--- src/rtl/regfile_pkg.sv ---
// Shared types and defaults for the multi-port register files (integer and FPU banks).
package regfile_pkg;

  typedef enum logic {RF_INIT, RF_RUN} rf_state_t;

  localparam int RF_WIDTH = 32;
  localparam int RF_DEPTH = 32;

  function automatic int rf_aw(input int depth);
    return (depth > 1) ? $clog2(depth) : 1;
  endfunction

endpackage

--- src/rtl/regfile_clr_seq.sv ---
// Clear sequencer: walks every entry after reset, then releases the file to traffic.
module regfile_clr_seq
  import regfile_pkg::*;
#(
  parameter  int DEPTH = RF_DEPTH,
  localparam int AW    = rf_aw(DEPTH)
) (
  input  logic          clk,
  input  logic          rst,
  output logic          ready,
  output logic          clr_we,
  output logic [AW-1:0] clr_addr
);

  rf_state_t     state, state_nxt;
  logic [AW-1:0] clr_cnt, clr_cnt_nxt;

  // NOTE: state is updated with non-blocking assignments; reset is asynchronous so ready drops at once.
  always_ff @(posedge clk or posedge rst) begin
    if (rst) begin
      state   <= RF_INIT;
      clr_cnt <= '0;
    end else begin
      state   <= state_nxt;
      clr_cnt <= clr_cnt_nxt;
    end
  end

  // NOTE: every output of this block gets a default first, so no latch can be inferred.
  always_comb begin
    state_nxt   = state;
    clr_cnt_nxt = clr_cnt;
    clr_we      = 1'b0;
    ready       = 1'b0;
    case (state)
      RF_INIT: begin
        clr_we      = 1'b1;
        clr_cnt_nxt = clr_cnt + AW'(1);
        if (clr_cnt == AW'(DEPTH - 1)) begin
          state_nxt   = RF_RUN;
          clr_cnt_nxt = '0;
        end
      end
      RF_RUN:  ready = 1'b1;
      default: state_nxt = RF_INIT;
    endcase
  end

  assign clr_addr = clr_cnt;

endmodule

--- src/rtl/regfile_mp.sv ---
// Multi-port register file: NUM_RD combinational reads, two prioritised writes, bypass, zero register.
// Define REGFILE_SCOREBOARD_EN to add per-register pending bits (iss_v/iss_a in, pend out).
module regfile_mp
  import regfile_pkg::*;
#(
  parameter  int               WIDTH      = RF_WIDTH,
  parameter  int               DEPTH      = RF_DEPTH,
  parameter  int               NUM_RD     = 2,
  parameter  int               ZERO_REG   = 1,
  parameter  int               BYPASS     = 1,
  parameter  logic [WIDTH-1:0] INIT_VALUE = '0,
  localparam int               AW         = rf_aw(DEPTH)
) (
  input  logic                    clk,
  input  logic                    rst,
  input  logic [NUM_RD*AW-1:0]    ra,
  output logic [NUM_RD*WIDTH-1:0] rd,
  input  logic                    we0,
  input  logic [AW-1:0]           wa0,
  input  logic [WIDTH-1:0]        wd0,
  input  logic                    we1,
  input  logic [AW-1:0]           wa1,
  input  logic [WIDTH-1:0]        wd1,
  output logic                    ready
`ifdef REGFILE_SCOREBOARD_EN
  ,
  input  logic                    iss_v,
  input  logic [AW-1:0]           iss_a,
  output logic [NUM_RD-1:0]       pend
`endif
);

  logic [WIDTH-1:0] mem [DEPTH];
  logic             clr_we;
  logic [AW-1:0]    clr_addr;
  logic             wr0_ok, wr1_ok;

  regfile_clr_seq #(.DEPTH(DEPTH)) u_clr_seq (
    .clk      (clk),
    .rst      (rst),
    .ready    (ready),
    .clr_we   (clr_we),
    .clr_addr (clr_addr)
  );

  // Writes are only accepted in RUN; the zero register silently drops them.
  assign wr0_ok = ready && we0 && !(ZERO_REG != 0 && wa0 == '0);
  assign wr1_ok = ready && we1 && !(ZERO_REG != 0 && wa1 == '0);

  // NOTE: the storage array has no reset; the clear sequencer initialises it after rst.
  always_ff @(posedge clk) begin
    for (int j = 0; j < DEPTH; j++) begin
      if (clr_we && clr_addr == AW'(j))
        mem[j] <= INIT_VALUE;
      else if (wr0_ok && wa0 == AW'(j))
        mem[j] <= wd0;
      else if (wr1_ok && wa1 == AW'(j))
        mem[j] <= wd1;
    end
  end

`ifdef REGFILE_SCOREBOARD_EN
  logic [DEPTH-1:0] pend_q;

  always_ff @(posedge clk or posedge rst) begin
    if (rst) begin
      pend_q <= '0;
    end else if (!ready) begin
      pend_q <= '0;
    end else begin
      for (int j = 0; j < DEPTH; j++) begin
        if (iss_v && iss_a == AW'(j) && !(ZERO_REG != 0 && j == 0))
          pend_q[j] <= 1'b1;
        else if ((we0 && wa0 == AW'(j)) || (we1 && wa1 == AW'(j)))
          pend_q[j] <= 1'b0;
      end
    end
  end
`endif

  for (genvar i = 0; i < NUM_RD; i++) begin : g_rd
    logic [AW-1:0]    addr;
    logic [WIDTH-1:0] word;

    assign addr = ra[i*AW +: AW];

    // Zero register and INIT masking are applied last so they override any bypass.
    always_comb begin
      word = mem[addr];
      if (BYPASS != 0 && wr0_ok && wa0 == addr)
        word = wd0;
      else if (BYPASS != 0 && wr1_ok && wa1 == addr)
        word = wd1;
      if (!ready || (ZERO_REG != 0 && addr == '0))
        word = '0;
    end

    assign rd[i*WIDTH +: WIDTH] = word;

`ifdef REGFILE_SCOREBOARD_EN
    assign pend[i] = ready && pend_q[addr];
`endif
  end

endmodule

--- config.mk ---
export PLATFORM = sky130hd
export DESIGN_NAME = regfile_mp
export DESIGN_NICKNAME = d
export VERILOG_FILES = /design/src/rtl/regfile_pkg.sv /design/src/rtl/regfile_clr_seq.sv /design/src/rtl/regfile_mp.sv
export SDC_FILE = /design/constraint.sdc
export NUM_CORES = 2
export LEC_CHECK = 0
export CAP_MARGIN = 40
export CORE_MARGIN = 5
export CORE_UTILIZATION = 39
export CTS_CLUSTER_SIZE = 30
export DETAILED_ROUTE_END_ITERATION = 7
export GPL_ROUTABILITY_DRIVEN = 0
export PLACE_DENSITY = 0.53
export SLEW_MARGIN = 15
export SYNTH_ARGS = -nofsm -noshare
export SYNTH_HDL_FRONTEND = slang
export SYNTH_SLANG_ARGS = --single-unit
export TNS_END_PERCENT = 50
--- constraint.sdc ---
create_clock -name clk -period 4.7 [get_ports clk]
set_input_delay 1.175 -clock clk [delete_from_list [all_inputs] [get_ports clk]]
set_output_delay 1.175 -clock clk [all_outputs]
set_load 0.02 [all_outputs]
==> results_dict.tcl <==
set metrics [dict create \
    worst_slew_pin_slew_ns 0.907 \
    setup_repair_after_global_routing_missed_its_margin "yes" \
    synth_cell_type_count 70 \
    cts_inserted_buffers 115 \
    grt_overflow 0 \
    dp_hpwl_mm 202 \
    initial_core_util_pct 39.3 \
    relSlewSlack_pct 39.3 \
    synthFlopType "edfxtp_1" \
    global_route.usage.total_pct 35.4 \
    vdd.ir_drop.worst_v 0.000282 \
    fmaxAchievable_mhz 210 \
    sequential_cell_area_um2 30900 \
    syn_inst 4405 \
    clock_tree.buffer_depth 3 \
    hold-path-cell-count 2 \
    setup_viol_count_final 9 \
    post-place-cells 6694 \
    multi_input_area_um2 28700 \
    clock_sink_count 1030 \
    whs_ns 0.645 \
    worstSetupStartpointType "input port" \
    drc 0 \
    worst-endpoint-required_ns 3.52 \
    dp_slack_ns -0.842 \
    drv_cap 0 \
    placedInstanceArea_um2 70100 \
    finalMaxSlewViolations 0 \
    placement_rows 144 \
    hp-class "flip-flop to flip-flop" \
    via_per_inst 7.28 \
    wl_mm 299 \
    synthesis.yosys.warnings 0 \
    grt_first_pass_wirelength_mm 405 \
    layout_setup_ws_ns -0.0525 \
    synth-edff-count 1024 \
    worst-r2r-cell-count 7 \
    yosysSeqAreaShare_pct 50.8 \
    cts.htree.levels 3 \
    static-leakage-power_nw 28.5 \
    layoutNonFillerInstCount 6966 \
    cts_tree "yes" \
    finalWorstPathRequiredPeriod_ns 4.75 \
    via_count_of_the_first_global_routing_pass 48400 \
    power.density_nw_per_um2 294 \
    violated_checks "negative setup slack" \
    grt_start_max_net_pins 34 \
    design.die.area_um2 164000 \
    netlist_area_um2 60800 \
    drt.antenna.violating_nets 0 \
    core_area_um2 155000 \
    layout-drive-gt1-share_pct 36.4 \
    share_of_the_cycle_needed_by_the_critical_path_after_routing_pct 101 \
    worstSkewPairLatency_ns 0.76 \
    wire_per_inst_um 42.9 \
    fillerInstances 13300 \
    layout-area-overhead-vs-synth_pct 24.4 \
    synthArstFlopShare_pct 0.583 \
    count_of_routing_violations_after_the_opening_detailed_route_iteration 8638 \
    drt_pass1_iterations 6 \
    hold_viol_final 0 \
    cts_hold_buffers 0 \
    avgSynthCellArea_um2 13.8 \
    stdcell_area_um2 75600 \
    post_layout_net_count 4917 \
    crit_type "input port to output pin" \
    cp.arrival_ns 3.58 \
    run_status "complete, but fails checks" \
    ys_seq_elements 1030 \
    endpoint_kind "output pin" \
    route.vias.total 50700 \
    numPortBuffers 152 \
    dieWidth_um 405 \
    io_pins 153 \
    largest_fanout_on_the_critical_path 12 \
    cts_root_buf "clkbuf_16" \
    worst_clock_skew_ns 0.0297 \
    antenna_found_initial 12 \
    clk_pin_slew_ns 0.06 \
    die_height_um 405 \
]
-- path summary, 6_finish.rpt --
check / endpoint / from / slack (ns)
max: rd[17] / ra[1] / -0.05
min: u_clr_seq.clr_addr[0] / u_clr_seq.clr_addr[0] / 0.64
max reg2reg: mem[5][3] / u_clr_seq.state / 1.41
min reg2reg: u_clr_seq.clr_addr[0] / u_clr_seq.clr_addr[0] / 0.64
max in group asynchronous: u_clr_seq.state / rst / 3.57
min in group asynchronous: u_clr_seq.clr_addr[2] / rst / 0.85
-- metrics by stage --
stage / utilization, % / total power [mW] / setup TNS, ns
after global placement: 45.3 / 12.9 / -31.98
after global routing: 48.9 / 22.6 / -0.384
after detailed placement: 45.3 / 12.9 / -31.24
after floorplan: - / 11.5 / -13.83
after CTS: 48.4 / 22.0 / -0.415
final: 48.9 / 22.2 / -0.221
-- cells in the mapped netlist, types with 16 or more instances --
| library cell | n | share of area [%] |
|---|---|---|
| buf_2 | 134 | 1.1 |
| o22ai_1 | 119 | 1.2 |
| nor2b_1 | 31 | 0.32 |
| nor3_1 | 46 | 0.38 |
| a2111oi_0 | 39 | 0.56 |
| nor4_1 | 58 | 0.60 |
| mux2_2 | 102 | 1.9 |
| nor2_1 | 44 | 0.27 |
| o21ai_0 | 41 | 0.34 |
| a22o_1 | 1048 | 15 |
| buf_1 | 47 | 0.29 |
| a21oi_1 | 74 | 0.61 |
| nand2_1 | 114 | 0.70 |
| o41ai_1 | 20 | 0.29 |
| edfxtp_1 | 1024 | 51 |
| a22oi_1 | 31 | 0.38 |
| a211oi_1 | 89 | 1.1 |
| inv_1 | 26 | 0.16 |
| mux2i_1 | 161 | 2.7 |
| o31ai_1 | 24 | 0.30 |
| mux4_2 | 388 | 14 |
| a41oi_1 | 20 | 0.29 |
| mux2_1 | 16 | 0.30 |
| clkbuf_1 | 469 | 2.9 |
| buf_4 | 26 | 0.32 |
| o21ai_1 | 20 | 0.16 |
-- final cells by class --
cell class                 instances  area share [%]
tap                             2044            3.38
multi-input combinational       2680            37.9
timing repair buffer             967            12.8
antenna                            6          0.0198
inverter                          29           0.147
sequential                      1030            40.8
clock inverter                    72           0.931
clock buffer                     138            3.97
-- cell usage in the layout (no fill, tap or decap), types with 15 or more instances in the layout --
cell	netlist	layout
o31ai_1	24	18
inv_1	26	26
a41oi_1	20	20
clkbuf_1	469	21
buf_12	0	140
nor4_2	2	21
nor2_1	44	20
clkbuf_16	0	119
conb_1	1	32
mux4_2	388	388
buf_2	134	18
o41ai_1	20	15
o22ai_1	119	117
a211oi_2	2	22
nand2_1	114	84
a2111oi_2	9	22
buf_6	12	37
o21ai_1	20	24
clkinv_1	0	27
mux2_1	16	16
o21ai_0	41	33
mux2_2	102	102
a22oi_1	31	23
nor3_1	46	38
clkdlybuf4s50_1	0	68
mux2i_1	161	157
edfxtp_1	1024	1024
nand2_2	1	30
a22o_1	1048	1041
nor2_4	0	25
a21oi_1	74	69
buf_4	26	642
a211oi_1	89	44
nor2b_1	31	27
nor4_1	58	26
a211oi_4	0	25
clkinv_2	0	25
-- metal layers --
layer  part of all wire, %  GRT usage (%)  vias up
met5                0.0090              0        -
met4                   5.9           16.8        4
met3                    15           14.4      890
met2                    42           51.1     4307
met1                    37           46.5    26100
li1                      -              -    19300
-- state kept, by name, summed over array words and instances, names as in the netlist --
name and count:
mem 1024, u_clr_seq.clr_addr 5, u_clr_seq.state 1
-- cells by family (layout without fill, tap and decap cells) --
family	count (synthesis)	after routing	synth area share [%]
other	1	38	0.00617
adder cells (fa/ha/maj)	6	6	0.123
AO/OA/AOI/OAI	1570	1570	21.1
AND/OR/NAND/NOR	385	385	3.36
buffers and inverters	726	1206	5.09
XOR/XNOR	20	20	0.288
flip-flops	1030	1030	50.8
multiplexers	667	667	19.2
-- where the power goes --
| part | switching (mW) | internal (mW) |
|---|---|---|
| Clock | 4.00 | 5.24 |
| Combinational | 1.86 | 1.09 |
| Sequential | 0.00436 | 10.0 |
-- timing repair --
item | 4_1_cts | 5_1_grt
setup buffers | 24 | 31
pin swaps | 22 | 28
resized for setup | 289 | 146
cloned | 4 | 2
endpoints found under the setup margin | 64 | 59
-- critical path, stage by stage --
cell       delay (ns)
buf_16           0.15
buf_12           0.17
buf_12           0.12
mux4_2           0.59
mux4_2           0.52
nand2_1          0.09
a2111oi_1        0.08
a311o_1          0.30
buf_6            0.15
buf_4            0.16
Note: power is estimated with default switching activity, not from simulation.
